[config.mk]
export PLATFORM = sky130hd
export DESIGN_NAME = seven_seg_scan_decoder
export DESIGN_NICKNAME = d
export VERILOG_FILES = /design/src/rtl/seven_seg_scan_decoder.sv
export SDC_FILE = /design/constraint.sdc
export NUM_CORES = 1
export LEC_CHECK = 0
export ABC_AREA = 1
export BUFFER_PORTS_ARGS = -buffer_cell sky130_fd_sc_hd__buf_2
export CORE_ASPECT_RATIO = 0.5
export CORE_MARGIN = 2
export CORE_UTILIZATION = 53
export DETAILED_ROUTE_END_ITERATION = 10
export PLACE_DENSITY = 0.8
export SLEW_MARGIN = 20
export SYNTH_ARGS = -nofsm -noshare
export SYNTH_HDL_FRONTEND = slang
export SYNTH_SLANG_ARGS = --single-unit
export TNS_END_PERCENT = 30
[constraint.sdc]
create_clock -name clk -period 1.8 [get_ports clk]
set_input_delay 0.36 -clock clk [delete_from_list [all_inputs] [get_ports clk]]
set_output_delay 0.36 -clock clk [all_outputs]
set_load 0.01 [all_outputs]
[src/rtl/seven_seg_scan_decoder.sv]
`default_nettype none
// ============================================================================
// seven_seg_scan_decoder
// Recovers the hex word shown on a multiplexed 7-segment bus, one per frame.
// Revision: 1.0
// ============================================================================
module seven_seg_scan_decoder #(
    parameter int N_DIGITS   = 4,
    parameter int STABLE_CYC = 4
) (
    input  logic                    clk,
    input  logic                    rst_n,
    input  logic [6:0]              seg,
    input  logic [N_DIGITS-1:0]     dig_en,
    output logic [4*N_DIGITS-1:0]   value,
    output logic                    frame_valid,
    output logic                    frame_err,
    output logic [N_DIGITS-1:0]     digit_err
);

    localparam int          c_IDX_W  = $clog2(N_DIGITS);
    localparam logic [7:0]  c_STABLE = 8'(STABLE_CYC);

    typedef enum logic [1:0] {
        IDLE   = 2'd0,
        SETTLE = 2'd1,
        HELD   = 2'd2
    } state_t;

    // Returns {invalid, nibble}; unknown patterns decode to 0 with the flag set.
    function automatic logic [4:0] f_decode(input logic [6:0] s);
        case (s)
            7'h7E:   f_decode = 5'h00;
            7'h30:   f_decode = 5'h01;
            7'h6D:   f_decode = 5'h02;
            7'h79:   f_decode = 5'h03;
            7'h33:   f_decode = 5'h04;
            7'h5B:   f_decode = 5'h05;
            7'h5F:   f_decode = 5'h06;
            7'h70:   f_decode = 5'h07;
            7'h7F:   f_decode = 5'h08;
            7'h7B:   f_decode = 5'h09;
            7'h77:   f_decode = 5'h0A;
            7'h1F:   f_decode = 5'h0B;
            7'h4E:   f_decode = 5'h0C;
            7'h3D:   f_decode = 5'h0D;
            7'h4F:   f_decode = 5'h0E;
            7'h47:   f_decode = 5'h0F;
            default: f_decode = 5'h10;
        endcase
    endfunction

    state_t                  r_state;
    logic [6:0]              r_seg;
    logic [6:0]              r_seg_prev;
    logic [N_DIGITS-1:0]     r_en;
    logic [N_DIGITS-1:0]     r_en_prev;
    logic [7:0]              r_cnt;
    logic [N_DIGITS-1:0]     r_got;
    logic [4*N_DIGITS-1:0]   r_nib;
    logic [N_DIGITS-1:0]     r_err;

    logic                    w_onehot;
    logic                    w_changed;
    logic                    w_capture;
    logic                    w_frame_done;
    logic [N_DIGITS-1:0]     w_cap_mask;
    logic [c_IDX_W-1:0]      w_idx;
    logic [4:0]              w_dec;

    assign w_onehot     = (r_en != '0) && ((r_en & (r_en - N_DIGITS'(1))) == '0);
    assign w_changed    = (r_seg != r_seg_prev) || (r_en != r_en_prev);
    assign w_capture    = (r_state == SETTLE) && !w_changed && (r_cnt == c_STABLE - 8'd1);
    assign w_frame_done = &r_got;
    assign w_cap_mask   = w_capture ? r_en : '0;
    assign w_dec        = f_decode(r_seg);

    always_comb begin
        w_idx = '0;
        for (int i = 0; i < N_DIGITS; i++) begin
            if (r_en[i]) begin
                w_idx = c_IDX_W'(i);
            end
        end
    end

    always_ff @(posedge clk or negedge rst_n) begin
        if (!rst_n) begin
            r_seg       <= '0;
            r_seg_prev  <= '0;
            r_en        <= '0;
            r_en_prev   <= '0;
            r_state     <= IDLE;
            r_cnt       <= '0;
            r_got       <= '0;
            r_nib       <= '0;
            r_err       <= '0;
            value       <= '0;
            frame_valid <= 1'b0;
            frame_err   <= 1'b0;
            digit_err   <= '0;
        end else begin
            r_seg      <= seg;
            r_en       <= dig_en;
            r_seg_prev <= r_seg;
            r_en_prev  <= r_en;

            case (r_state)
                IDLE: begin
                    r_cnt <= '0;
                    if (w_onehot) begin
                        r_state <= SETTLE;
                        r_cnt   <= 8'd1;
                    end
                end
                SETTLE: begin
                    if (w_changed) begin
                        r_state <= w_onehot ? SETTLE : IDLE;
                        r_cnt   <= w_onehot ? 8'd1 : 8'd0;
                    end else begin
                        if (r_cnt != 8'hFF) begin
                            r_cnt <= r_cnt + 8'd1;
                        end
                        if (w_capture) begin
                            r_state                <= HELD;
                            r_nib[4*w_idx +: 4]    <= w_dec[3:0];
                            r_err[w_idx]           <= w_dec[4];
                        end
                    end
                end
                HELD: begin
                    if (w_changed) begin
                        r_state <= w_onehot ? SETTLE : IDLE;
                        r_cnt   <= w_onehot ? 8'd1 : 8'd0;
                    end
                end
                default: begin
                    r_state <= IDLE;
                    r_cnt   <= '0;
                end
            endcase

            // A capture landing on the completion cycle seeds the next frame.
            frame_valid <= w_frame_done;
            if (w_frame_done) begin
                value     <= r_nib;
                digit_err <= r_err;
                frame_err <= |r_err;
                r_got     <= w_cap_mask;
            end else begin
                r_got     <= r_got | w_cap_mask;
            end
        end
    end

endmodule
`default_nettype wire

==> metrics.txt, run 1 <==
# TYPE chip_impl_metric gauge
chip_impl_metric{name="initial_utilization",unit="%"} 54.5
chip_impl_metric{name="area_growth",unit="%"} 24.5
chip_impl_info{name="setup_crit_end_kind",value="flip-flop"} 1
chip_impl_metric{name="die_w",unit="microns"} 121
chip_impl_info{name="layout.cells.most_common",value="sky130_fd_sc_hd__nand2_1"} 1
chip_impl_metric{name="die_area",unit="sq mm"} 0.00752
chip_impl_metric{name="post_drt_via_cell_ratio",unit=""} 5.21
chip_impl_metric{name="peakVddDrop",unit="mV"} 0.592
chip_impl_metric{name="clkLatencyLatePin",unit="ns"} 0.34
chip_impl_metric{name="syn_area_per_cell",unit="sq um"} 8.25
chip_impl_metric{name="ff_latch_area",unit="sq mm"} 0.00196
chip_impl_metric{name="number_of_antenna_violations_at_the_first_check_in_global_routing",unit=""} 0
chip_impl_metric{name="worstPathArrival",unit="ns"} 2.02
chip_impl_metric{name="drive_above_1_share",unit="%"} 23.1
chip_impl_info{name="slowest_stage",value="sky130_fd_sc_hd__dfrtp_2"} 1
chip_impl_metric{name="hold_viol",unit=""} 0
chip_impl_metric{name="tritoncts.num_buffers",unit=""} 9
chip_impl_metric{name="post_synth_inst_count",unit=""} 437
chip_impl_info{name="grt_setup_unrepaired",value="true"} 1
chip_impl_info{name="cts.root.buffer_cell",value="sky130_fd_sc_hd__clkbuf_16"} 1
chip_impl_metric{name="placement.setup.worst_slack",unit="ns"} -0.0134
chip_impl_metric{name="final-setup-viol-count",unit=""} 0
chip_impl_metric{name="routed-via-count",unit=""} 3097
chip_impl_metric{name="floorplan_row_count",unit=""} 21
chip_impl_metric{name="max-cap-violations",unit=""} 0
chip_impl_metric{name="finalClockSkew",unit="ns"} 0.00793
chip_impl_metric{name="final_std_cells_w_o_fill",unit=""} 594
chip_impl_info{name="path_delay_family",value="simple AND/OR/NAND/NOR gates"} 1
chip_impl_metric{name="layout.nets",unit=""} 515
chip_impl_info{name="worstSetupPathType",value="reg2reg"} 1
chip_impl_metric{name="first_iter_violations",unit=""} 221
chip_impl_info{name="tritoncts",value="built"} 1
chip_impl_metric{name="worst_path_largest_cell_delay",unit="ns"} 0.46
chip_impl_metric{name="number_of_antenna_violating_nets_in_the_routed_design",unit=""} 0
chip_impl_metric{name="ctsLongestPathBuffers",unit=""} 2
chip_impl_metric{name="synth_cell_type_count",unit=""} 27
chip_impl_info{name="status",value="finished, final reports clean"} 1
chip_impl_metric{name="antennaDiodeCount",unit=""} 0
chip_impl_metric{name="routed_wirelength",unit="mm"} 8.07
chip_impl_info{name="layout_common_cells",value="sky130_fd_sc_hd__nand2_1, sky130_fd_sc_hd__dfrtp_1, sky130_fd_sc_hd__nor2_1, sky130_fd_sc_hd__buf_2, sky130_fd_sc_hd__inv_1"} 1
chip_impl_metric{name="placed_cells",unit=""} 568
chip_impl_metric{name="via_count_of_the_first_global_routing_pass",unit=""} 2793
chip_impl_metric{name="io_buffers",unit=""} 34
chip_impl_metric{name="dp.final_hpwl",unit="mm"} 5.39
chip_impl_metric{name="cts-htree-levels",unit=""} 3
chip_impl_metric{name="part_of_the_yosys_area_used_for_sequential_elements",unit="%"} 54.1
chip_impl_metric{name="dr.pass1.iters",unit=""} 5
chip_impl_metric{name="power.static_leakage",unit="nW"} 2.37
chip_impl_metric{name="critical_path_data_required_time",unit="ns"} 2.03
chip_impl_metric{name="postSynthNetCount",unit=""} 455
chip_impl_metric{name="timing.critical_path.fanout_max",unit=""} 7
chip_impl_metric{name="total_of_fill_cells_in_the_finished_design",unit=""} 527
chip_impl_metric{name="slew_headroom",unit="%"} 50.0
chip_impl_metric{name="maxClockFrequency",unit="MHz"} 557
chip_impl_metric{name="yosys_register_bits",unit=""} 78
chip_impl_metric{name="groute.usage.overall",unit="%"} 23.1
chip_impl_metric{name="slew_violations",unit=""} 0
chip_impl_metric{name="final_min_period_over_clock_period",unit="%"} 99.8
chip_impl_metric{name="power.density",unit="mW/mm^2"} 888
chip_impl_metric{name="clk_pin_slew",unit="ns"} 0.06
chip_impl_metric{name="postLayoutSetupSlackWorst",unit="ns"} 0.00412
chip_impl_metric{name="grt_max_degree",unit=""} 37
chip_impl_metric{name="gp_routability_congestion",unit=""} 0.900
chip_impl_metric{name="first_pass_grt_wire_length",unit="mm"} 13.3
chip_impl_info{name="timing.critical_path.from_type",value="flip-flop"} 1
chip_impl_metric{name="wl_per_cell",unit="microns"} 13.6
chip_impl_metric{name="clock_sinks",unit=""} 78
chip_impl_metric{name="yosys_warnings",unit=""} 0
chip_impl_metric{name="global_route.overflow_total",unit=""} 0
chip_impl_metric{name="drt_drc_violations_left",unit=""} 0
chip_impl_metric{name="core_area",unit="sq mm"} 0.00662
chip_impl_metric{name="cp.buffers_inverters",unit=""} 2
chip_impl_info{name="crit_path_frequent_cell",value="sky130_fd_sc_hd__nand2_2"} 1
chip_impl_metric{name="chipHeight",unit="microns"} 62.3
chip_impl_metric{name="netlist_area",unit="sq mm"} 0.00361
chip_impl_metric{name="design.portCount",unit=""} 35
chip_impl_info{name="worstPathCellList",value="inv_2 -> nand2_2 -> nand2_2 -> nor2_4 -> nand2_2 -> nor2_4 -> nand3_4 -> clkinv_8 -> nand3_4 -> nand2_1 -> o21ai_1"} 1
chip_impl_metric{name="timing.final.crit_period",unit="ns"} 1.80
chip_impl_metric{name="multiInputGateArea",unit="sq mm"} 0.00157
chip_impl_metric{name="worst_slew_pin_slew",unit="ns"} 0.749
chip_impl_info{name="hold_crit_class",value="in2reg"} 1
chip_impl_metric{name="layout.core_utilization",unit="%"} 67.8
final cells by class:
cell class | instances | area share, %
timing repair inverter | 1 | 0.195
tap | 92 | 2.56
clock inverter | 6 | 1.90
clock buffer | 10 | 5.32
sequential | 78 | 43.7
multi-input combinational | 315 | 35.0
inverter | 41 | 4.01
timing repair buffer | 51 | 7.30
cell families (layout without fill, tap and decap cells):
group / after synthesis / in the layout / share of synthesized area [%]
AND/OR/NAND/NOR: 281 / 282 / 34.4
XOR/XNOR: 5 / 5 / 1.21
AO/OA/AOI/OAI: 23 / 23 / 3.43
buffers and inverters: 45 / 109 / 5.10
flip-flops: 78 / 78 / 54.1
adder cells (fa/ha/maj): 5 / 5 / 1.73
path summary, 6_finish.rpt:
path                               startpoint                      end  slack, ns  cells after the start
setup / recovery           r_seg[5]$_DFF_PN0_    r_nib[11]$_DFFE_PN0P_      0.004                     11
hold / removal                      dig_en[1]        r_en[1]$_DFF_PN0_       0.13                      1
setup reg to reg           r_seg[5]$_DFF_PN0_    r_nib[11]$_DFFE_PN0P_      0.004                     11
hold reg to reg            r_seg[0]$_DFF_PN0_  r_seg_prev[0]$_DFF_PN0_       0.45                      0
max in group asynchronous               rst_n    value[13]$_DFFE_PN0P_       0.74                      3
min in group asynchronous               rst_n  r_seg_prev[0]$_DFF_PN0_       0.49                      2
Yosys cell counts (all sizes together):
library cell	instances	area, sq um
clkbuf	4	15.0
nor3b	1	12.5
clkinv	5	28.8
inv	36	140
nor3	7	35.0
nand4	15	93.8
nand3	24	188
ha	5	62.6
or2	1	6.26
a21oi	4	23.8
dfrtp	78	1950
o21ai	17	85.1
nor2	43	171
xnor2	5	43.8
o21a	2	15.0
nand2	189	712
nor4	1	21.3
power by group:
group          switching (mW)  internal [mW]
Clock                   0.694           1.25
Sequential             0.0335           1.78
Combinational           0.145         0.0823
Total                   0.873           3.11
stage by stage:
stage	power [mW]	area [sq um]	hold slack (ns)	TNS, ns
3_5_place_dp	2.04	3970	0.288	-0.0134
4_1_cts	3.97	4310	0.120	0
5_1_grt	4.13	4490	0.115	-1.79
6_report	3.98	4490	0.127	0
3_3_place_gp	2.03	3970	0.278	0
2_1_floorplan	1.94	3610	0.0644	0
metal layers:
layer / up-vias / part of all wire [%] / GRT usage (%)
met5: - / 0 / 0
met1: 1460 / 46 / 33.0
li1: 1505 / - / -
met2: 118 / 45 / 33.9
met3: 14 / 7.0 / 7.81
met4: 0 / 1.6 / 5.96
flip-flops by register name, summed over array words and instances (netlist names):
register,cells
r_state,2
value,16
frame_err,1
r_en_prev,4
r_seg,7
r_en,4
r_nib,16
r_seg_prev,7
frame_valid,1
r_got,4
r_err,4
r_cnt,8
digit_err,4
timing repair:
action / in CTS / in global routing
setup endpoints to repair: 2 / 31
buffers inserted: 0 / 7
hold buffers: 1 / 0
endpoints found under the hold margin: 23 / 0
pin swaps: 0 / 11
cloned: 0 / 2
resized for setup: 2 / 35
Note: power is estimated with default switching activity, not from simulation.
==> run 2: changes to the inputs <==
--- a/config.mk
+++ b/config.mk
@@ -5,13 +5,12 @@
 export SDC_FILE = /design/constraint.sdc
 export NUM_CORES = 1
 export LEC_CHECK = 0
-export ABC_AREA = 1
 export BUFFER_PORTS_ARGS = -buffer_cell sky130_fd_sc_hd__buf_2
 export CORE_ASPECT_RATIO = 0.5
 export CORE_MARGIN = 2
 export CORE_UTILIZATION = 53
 export DETAILED_ROUTE_END_ITERATION = 10
-export PLACE_DENSITY = 0.8
+export PLACE_DENSITY = 0.81
 export SLEW_MARGIN = 20
 export SYNTH_ARGS = -nofsm -noshare
 export SYNTH_HDL_FRONTEND = slang
==> metrics.txt, run 2 <==
# TYPE chip_impl_metric gauge
chip_impl_metric{name="layout.core_utilization",unit="%"} 76.8
chip_impl_metric{name="timing.final.crit_period",unit="ns"} 1.94
chip_impl_metric{name="io_buffers",unit=""} 34
chip_impl_metric{name="part_of_the_yosys_area_used_for_sequential_elements",unit="%"} 55.4
chip_impl_info{name="cts.root.buffer_cell",value="sky130_fd_sc_hd__clkbuf_16"} 1
chip_impl_metric{name="first_pass_grt_wire_length",unit="mm"} 14.5
chip_impl_info{name="largest_cells_by_area_after_synthesis",value="sky130_fd_sc_hd__dfrtp_1, sky130_fd_sc_hd__nand2_1, sky130_fd_sc_hd__mux2_2, sky130_fd_sc_hd__xnor2_1, sky130_fd_sc_hd__mux2i_1"} 1
chip_impl_metric{name="netlist_area",unit="sq mm"} 0.00353
chip_impl_metric{name="first_iter_violations",unit=""} 264
chip_impl_metric{name="drt_drc_violations_left",unit=""} 0
chip_impl_metric{name="yosys_register_bits",unit=""} 78
chip_impl_metric{name="cts-htree-levels",unit=""} 3
chip_impl_metric{name="gp_routability_congestion",unit=""} 0.870
chip_impl_info{name="hold_crit_class",value="in2async"} 1
chip_impl_info{name="dominantRegCellSynth",value="sky130_fd_sc_hd__dfrtp_1"} 1
chip_impl_metric{name="drive_above_1_share",unit="%"} 42.5
chip_impl_info{name="layout_top_registers",value="r_nib: 16 flops, value: 16 flops, r_cnt: 8 flops"} 1
chip_impl_metric{name="power.sequential.fraction",unit="%"} 45.8
chip_impl_metric{name="maxClockFrequency",unit="MHz"} 515
chip_impl_metric{name="post_cts_hold_buffer_count",unit=""} 0
chip_impl_metric{name="syn_area_per_cell",unit="sq um"} 10.6
chip_impl_metric{name="critical_path_data_required_time",unit="ns"} 2.03
chip_impl_metric{name="synth_cell_type_count",unit=""} 54
chip_impl_info{name="setup_crit_end_kind",value="flip-flop"} 1
chip_impl_metric{name="power.static_leakage",unit="nW"} 2.39
chip_impl_info{name="layout.cells.most_common",value="sky130_fd_sc_hd__dfrtp_1"} 1
chip_impl_metric{name="design.portCount",unit=""} 35
chip_impl_metric{name="power.density",unit="mW/mm^2"} 827
chip_impl_metric{name="finalClockSkew",unit="ns"} 0.00604
chip_impl_metric{name="routed_wirelength",unit="mm"} 9.30
chip_impl_metric{name="core_area",unit="sq mm"} 0.00626
chip_impl_metric{name="dr.pass1.iters",unit=""} 5
chip_impl_metric{name="die_area",unit="sq mm"} 0.00736
chip_impl_info{name="timing.critical_path.from",value="r_cnt[5]$_DFFE_PN0P_"} 1
chip_impl_metric{name="initial_utilization",unit="%"} 56.4
chip_impl_metric{name="design_power_total",unit="mW"} 3.98
chip_impl_metric{name="peakVddDrop",unit="mV"} 0.483
chip_impl_info{name="violations",value="negative hold slack, negative setup slack"} 1
chip_impl_metric{name="max-cap-violations",unit=""} 0
chip_impl_metric{name="antennaDiodeCount",unit=""} 0
chip_impl_metric{name="timing.critical_path.fanout_max",unit=""} 6
chip_impl_info{name="netlist.top_cell.by_area",value="sky130_fd_sc_hd__dfrtp_1"} 1
chip_impl_info{name="timing.critical_path.from_type",value="flip-flop"} 1
chip_impl_metric{name="synth_enable_flop_cells",unit=""} 0
chip_impl_metric{name="int_pwr",unit="mW"} 3.05
chip_impl_metric{name="worst_hold_slack",unit="ns"} -0.0175
chip_impl_metric{name="final_min_period_over_clock_period",unit="%"} 108
chip_impl_info{name="tritoncts",value="built"} 1
chip_impl_info{name="grt_setup_unrepaired",value="true"} 1
chip_impl_metric{name="switching_share",unit="%"} 23.4
chip_impl_metric{name="layout.nets",unit=""} 442
chip_impl_metric{name="postSynthNetCount",unit=""} 350
chip_impl_info{name="worst_r2r_startpoint",value="r_cnt[5]$_DFFE_PN0P_"} 1
chip_impl_metric{name="grt_max_degree",unit=""} 38
chip_impl_metric{name="final-setup-viol-count",unit=""} 27
chip_impl_metric{name="number_of_antenna_violating_nets_in_the_routed_design",unit=""} 0
chip_impl_metric{name="ctsLongestPathBuffers",unit=""} 2
chip_impl_metric{name="slew_headroom",unit="%"} 62.4
chip_impl_info{name="worstSetupPathType",value="reg2reg"} 1
chip_impl_metric{name="yosys_warnings",unit=""} 0
chip_impl_metric{name="hold_viol",unit=""} 35
chip_impl_metric{name="tritoncts.num_buffers",unit=""} 9
chip_impl_metric{name="slew_violations",unit=""} 0
chip_impl_metric{name="floorplan_row_count",unit=""} 20
chip_impl_metric{name="clock_sinks",unit=""} 78
chip_impl_metric{name="post_drt_via_cell_ratio",unit=""} 5.66
chip_impl_metric{name="area_growth",unit="%"} 36.3
chip_impl_metric{name="power_frac_clock",unit="%"} 45.5
chip_impl_metric{name="groute.usage.overall",unit="%"} 26.6
chip_impl_metric{name="global_route.overflow_total",unit=""} 0
chip_impl_metric{name="yosys.area.top_type_share",unit="%"} 55.4
chip_impl_metric{name="via_count_of_the_first_global_routing_pass",unit=""} 2851
chip_impl_info{name="synthMostInstantiatedCell",value="sky130_fd_sc_hd__dfrtp_1"} 1
chip_impl_info{name="ys_top_cells_by_count",value="sky130_fd_sc_hd__dfrtp_1, sky130_fd_sc_hd__nand2_1, sky130_fd_sc_hd__xnor2_1"} 1
chip_impl_metric{name="p_switching",unit="uW"} 930
chip_impl_metric{name="worstPathArrival",unit="ns"} 2.17
chip_impl_info{name="status",value="complete, but fails checks"} 1
chip_impl_metric{name="wl_per_cell",unit="microns"} 18.0
chip_impl_metric{name="clk_pin_slew",unit="ns"} 0.06
chip_impl_metric{name="dp.final_hpwl",unit="mm"} 5.77
chip_impl_metric{name="routed-via-count",unit=""} 2921
chip_impl_info{name="layout_common_cells",value="sky130_fd_sc_hd__dfrtp_1, sky130_fd_sc_hd__nand2_1, sky130_fd_sc_hd__buf_4, sky130_fd_sc_hd__buf_2"} 1
chip_impl_metric{name="worst_slew_pin_slew",unit="ns"} 0.563
chip_impl_metric{name="asyncSetResetFlopFracSynth",unit="%"} 100
chip_impl_metric{name="number_of_antenna_violations_at_the_first_check_in_global_routing",unit=""} 0
chip_impl_metric{name="pwr-share-comb",unit="%"} 8.6
chip_impl_metric{name="post_synth_inst_count",unit=""} 332
chip_impl_metric{name="final_tns_setup",unit="ns"} -2.17
chip_impl_metric{name="die_w",unit="microns"} 119
chip_impl_metric{name="clkLatencyLatePin",unit="ns"} 0.35
chip_impl_metric{name="chipHeight",unit="microns"} 61.7
chip_impl_metric{name="postLayoutSetupSlackWorst",unit="ns"} -0.141
run 2: changes by cell type after synthesis, moves of 11 or more:
cell,delta
sky130_fd_sc_hd__nand2_1,-120
sky130_fd_sc_hd__nor2_1,-28
sky130_fd_sc_hd__inv_1,-19
sky130_fd_sc_hd__mux2_2,+11
sky130_fd_sc_hd__nand4_1,-11
run 2: timing repair:
item,4_1_cts,5_1_grt
gates resized for setup,21,31
endpoints found under the setup margin,30,34
setup buffers,2,7
pin swaps,6,14
gates cloned,0,0
run 2: power by group through the flow:
stage,Sequential [mW],Combinational [mW],Clock [mW]
after global routing,1.83,0.372,1.90
after global placement,1.85,0.278,0
final,1.82,0.343,1.81
after floorplan,1.84,0.153,0
after CTS,1.82,0.311,1.81
after detailed placement,1.85,0.291,0
run 2: critical path, stage by stage, from the launching register on:
cell	delay [ns]
sky130_fd_sc_hd__dfrtp_1	0.44
sky130_fd_sc_hd__nor4_4	0.32
sky130_fd_sc_hd__nand4_2	0.20
sky130_fd_sc_hd__nor4_4	0.30
sky130_fd_sc_hd__buf_6	0.19
sky130_fd_sc_hd__nand2_4	0.08
sky130_fd_sc_hd__mux2_4	0.30
run 2: kinds of logic (layout without fill, tap and decap cells):
kind of cell,after synthesis,after routing,share of synthesized area [%]
simple gates,142,142,21.2
flops,78,78,55.4
compound gates,48,48,9.12
buf+inv,25,121,3.05
mux,18,18,5.50
xor+xnor,15,15,3.73
fa+ha+maj,6,6,2.06
run 2: final timing paths:
check                                               end  slack (ns)  cells after the start
worst min-delay path            r_seg_prev[2]$_DFF_PN0_       -0.02                      1
worst max-delay path               r_err[1]$_DFFE_PN0P_       -0.14                      6
worst max register to register     r_err[1]$_DFFE_PN0P_       -0.14                      6
worst min register to register   r_en_prev[3]$_DFF_PN0_        0.45                      0
min in group clk                      r_en[0]$_DFF_PN0_        0.12                      1
max in group asynchronous        r_en_prev[2]$_DFF_PN0_        1.32                      2
run 2: cell type report:
class / count / area (sq um)
tap: 88 / 110
sequential: 78 / 1960
timing repair buffer: 96 / 696
fill: 377 / 1450
clock inverter: 4 / 47.5
multi-input combinational: 229 / 1710
clock buffer: 11 / 243
inverter: 10 / 37.5
run 2: metrics by stage:
stage	cell area, sq um	instances	hold slack, ns	setup slack, ns
after detailed placement	4250	492	0.363	-0.229
after global routing	4810	516	0.0242	-0.207
final	4810	516	-0.0175	-0.141
after CTS	4630	509	0.00341	-0.126
after floorplan	3640	332	0.0644	-0.123
after global placement	4250	492	0.348	-0.115
run 2: metal layers:
metal	wire (microns)	GRT usage, %	vias to the layer above
met5	0	0	-
met4	173	9.58	0
met3	641	9.44	21
met2	4430	43.4	111
met1	4060	33.9	1456
li1	-	-	1333
==> run 3: changes to the inputs <==
--- a/config.mk
+++ b/config.mk
@@ -10,7 +10,7 @@
 export CORE_MARGIN = 2
 export CORE_UTILIZATION = 53
 export DETAILED_ROUTE_END_ITERATION = 10
-export PLACE_DENSITY = 0.81
+export PLACE_DENSITY = 0.88
 export SLEW_MARGIN = 20
 export SYNTH_ARGS = -nofsm -noshare
 export SYNTH_HDL_FRONTEND = slang
==> metrics.txt, run 3 (synthesized netlist as in run 2, its figures left out) <==
# TYPE chip_impl_metric gauge
chip_impl_info{name="status",value="complete, but fails checks"} 1
chip_impl_info{name="violations",value="negative setup slack"} 1
chip_impl_metric{name="worstPathArrival",unit="ns"} 2.14
chip_impl_info{name="worst_r2r_startpoint",value="r_seg[0]$_DFF_PN0_"} 1
chip_impl_metric{name="first_iter_violations",unit=""} 273
chip_impl_metric{name="die_area",unit="sq mm"} 0.00736
chip_impl_metric{name="timing.final.crit_period",unit="ns"} 1.94
chip_impl_metric{name="hold_viol",unit=""} 0
chip_impl_info{name="worstSetupPathType",value="reg2reg"} 1
chip_impl_metric{name="tritoncts.num_buffers",unit=""} 9
chip_impl_info{name="timing.critical_path.from",value="r_seg[0]$_DFF_PN0_"} 1
chip_impl_info{name="layout_common_cells",value="sky130_fd_sc_hd__dfrtp_1, sky130_fd_sc_hd__nand2_1, sky130_fd_sc_hd__buf_4, sky130_fd_sc_hd__buf_2"} 1
chip_impl_metric{name="antennaDiodeCount",unit=""} 0
chip_impl_info{name="layout_top_registers",value="r_nib: 16 flops, value: 16 flops, r_cnt: 8 flops"} 1
chip_impl_info{name="worstPathCellList",value="buf_6 -> xnor2_2 -> nand4_1 -> nor4_4 -> buf_6 -> nand2_2 -> buf_4 -> o2bb2ai_1"} 1
chip_impl_metric{name="number_of_antenna_violations_at_the_first_check_in_global_routing",unit=""} 0
chip_impl_metric{name="placement.cell_area",unit="sq mm"} 0.00422
chip_impl_metric{name="timing.critical_path.fanout_max",unit=""} 6
chip_impl_info{name="tritoncts",value="built"} 1
chip_impl_metric{name="max-cap-violations",unit=""} 0
chip_impl_metric{name="finish.instance_area",unit="sq mm"} 0.00474
chip_impl_metric{name="global_route.overflow_total",unit=""} 0
chip_impl_metric{name="design_power_total",unit="mW"} 3.78
chip_impl_metric{name="total_of_fill_cells_in_the_finished_design",unit=""} 389
chip_impl_metric{name="routed-via-count",unit=""} 2862
chip_impl_info{name="path_delay_family",value="simple AND/OR/NAND/NOR gates"} 1
chip_impl_metric{name="maxClockFrequency",unit="MHz"} 514
chip_impl_info{name="timing.critical_path.from_type",value="flip-flop"} 1
chip_impl_metric{name="groute.usage.overall",unit="%"} 24.8
chip_impl_metric{name="floorplan_row_count",unit=""} 20
chip_impl_metric{name="core_area",unit="sq mm"} 0.00626
chip_impl_metric{name="io_buffers",unit=""} 34
chip_impl_metric{name="worst_hold_slack",unit="ns"} 0.126
chip_impl_metric{name="critical_path_data_required_time",unit="ns"} 2.00
chip_impl_info{name="slowest_stage",value="sky130_fd_sc_hd__dfrtp_2"} 1
chip_impl_metric{name="worst_path_largest_cell_delay",unit="ns"} 0.43
chip_impl_info{name="grt_setup_unrepaired",value="true"} 1
chip_impl_info{name="startpoint_of_the_most_critical_hold_path",value="dig_en[0]"} 1
chip_impl_metric{name="cts-htree-levels",unit=""} 3
chip_impl_metric{name="power_frac_clock",unit="%"} 42.6
chip_impl_metric{name="clock_sinks",unit=""} 78
chip_impl_metric{name="power.static_leakage",unit="nW"} 2.31
chip_impl_metric{name="dr.pass1.iters",unit=""} 4
chip_impl_info{name="crit_path_frequent_cell",value="sky130_fd_sc_hd__buf_6"} 1
chip_impl_metric{name="switching_share",unit="%"} 23.1
chip_impl_info{name="hold_crit_class",value="in2reg"} 1
chip_impl_metric{name="critical_path_cell_count",unit=""} 8
chip_impl_metric{name="drt_drc_violations_left",unit=""} 0
chip_impl_metric{name="design.portCount",unit=""} 35
chip_impl_metric{name="pwr-share-comb",unit="%"} 9.2
chip_impl_metric{name="wl_per_cell",unit="microns"} 17.1
chip_impl_metric{name="grt_max_degree",unit=""} 34
chip_impl_metric{name="initial_utilization",unit="%"} 56.4
chip_impl_metric{name="drive_above_1_share",unit="%"} 42.3
chip_impl_metric{name="gp_routability_congestion",unit=""} 0.873
chip_impl_metric{name="clk_pin_slew",unit="ns"} 0.06
chip_impl_metric{name="power.sequential.fraction",unit="%"} 48.2
chip_impl_metric{name="via_count_of_the_first_global_routing_pass",unit=""} 2746
chip_impl_metric{name="placement.setup.worst_slack",unit="ns"} -0.236
chip_impl_metric{name="die_w",unit="microns"} 119
chip_impl_metric{name="cp.buffers_inverters",unit=""} 3
chip_impl_info{name="layout.cells.most_common",value="sky130_fd_sc_hd__dfrtp_1"} 1
chip_impl_metric{name="placed_cells",unit=""} 492
chip_impl_metric{name="ctsLongestPathBuffers",unit=""} 2
chip_impl_metric{name="hold_path_depth",unit=""} 1
chip_impl_metric{name="int_pwr",unit="mW"} 2.91
chip_impl_metric{name="peakVddDrop",unit="mV"} 0.611
chip_impl_metric{name="chipHeight",unit="microns"} 61.7
chip_impl_metric{name="final-setup-viol-count",unit=""} 29
chip_impl_metric{name="final_std_cells_w_o_fill",unit=""} 514
chip_impl_metric{name="timing.reg2reg.worst_path_depth",unit=""} 8
chip_impl_metric{name="first_pass_grt_wire_length",unit="mm"} 13.7
chip_impl_metric{name="layout.nets",unit=""} 441
chip_impl_metric{name="routed_wirelength",unit="mm"} 8.77
chip_impl_info{name="setup_crit_end_kind",value="flip-flop"} 1
chip_impl_metric{name="power.density",unit="mW/mm^2"} 798
chip_impl_metric{name="slew_headroom",unit="%"} 63.9
chip_impl_metric{name="layout.core_utilization",unit="%"} 75.8
chip_impl_metric{name="area_growth",unit="%"} 34.4
chip_impl_metric{name="dp.final_hpwl",unit="mm"} 5.88
chip_impl_metric{name="finalClockSkew",unit="ns"} 0.00502
chip_impl_metric{name="final_tns_setup",unit="ns"} -2.58
chip_impl_metric{name="slew_violations",unit=""} 0
chip_impl_metric{name="clkLatencyLatePin",unit="ns"} 0.34
chip_impl_metric{name="post_drt_via_cell_ratio",unit=""} 5.57
chip_impl_metric{name="p_switching",unit="uW"} 875
chip_impl_info{name="cts.root.buffer_cell",value="sky130_fd_sc_hd__clkbuf_16"} 1
chip_impl_metric{name="worst_slew_pin_slew",unit="ns"} 0.541
chip_impl_metric{name="final_min_period_over_clock_period",unit="%"} 108
chip_impl_metric{name="postLayoutSetupSlackWorst",unit="ns"} -0.144
chip_impl_metric{name="number_of_antenna_violating_nets_in_the_routed_design",unit=""} 0
run 3: cell types whose count changed in the layout (fill, tap and decap cells not counted), sizes merged:
cell,delta
buf,-2
bufinv,-1
clkbuf,+1
clkinvlp,-1
dlygate4sd3,+1
run 3: worst register-to-register path, cell delays in order, from the launching register on:
cell and delay [ns]:
sky130_fd_sc_hd__dfrtp_2 0.43, sky130_fd_sc_hd__buf_6 0.13, sky130_fd_sc_hd__xnor2_2 0.12, sky130_fd_sc_hd__nand4_1 0.22, sky130_fd_sc_hd__nor4_4 0.32, sky130_fd_sc_hd__buf_6 0.17
sky130_fd_sc_hd__nand2_2 0.09, sky130_fd_sc_hd__buf_4 0.17, sky130_fd_sc_hd__o2bb2ai_1 0.15
run 3: layer usage:
metal  wire length [microns]  global-route usage (%)  up-vias
li1                        -                       -     1345
met1                    3970                    32.7     1419
met2                    4180                    42.2       79
met3                     449                    6.48       19
met4                     165                    7.23        0
met5                       0                       0        -
run 3: cell type report:
class	count	area (sq um)	share of cell area (%)
Clock buffer	12	246	5.20
Tap cell	88	110	2.32
Timing Repair Buffer	95	658	13.9
Inverter	10	37.5	0.792
Multi-Input combinational cell	229	1720	36.2
Clock inverter	2	10.0	0.211
Sequential cell	78	1960	41.3
run 3: final timing paths:
check                                           to  slack (ns)
max                           r_nib[4]$_DFFE_PN0P_       -0.14
min                              r_en[0]$_DFF_PN0_        0.13
max reg2reg                   r_nib[4]$_DFFE_PN0P_       -0.14
min reg2reg                r_seg_prev[0]$_DFF_PN0_        0.45
max in group asynchronous       r_seg[2]$_DFF_PN0_        0.70
min in group asynchronous  r_seg_prev[0]$_DFF_PN0_        0.52
run 3: power by group through the flow:
stage | clock network, mW | logic [mW] | registers (mW)
after floorplan | 0 | 0.153 | 1.84
after global placement | 0 | 0.275 | 1.85
after detailed placement | 0 | 0.288 | 1.85
after CTS | 1.63 | 0.317 | 1.82
after global routing | 1.71 | 0.377 | 1.83
final | 1.61 | 0.347 | 1.82
run 3: what timing repair did:
item,CTS,global route
endpoints found under the setup margin,30,30
gates cloned,0,0
hold buffers,1,0
buffers inserted,4,3
hold endpoints to repair,31,0
pin swaps,4,4
resized for setup,26,18
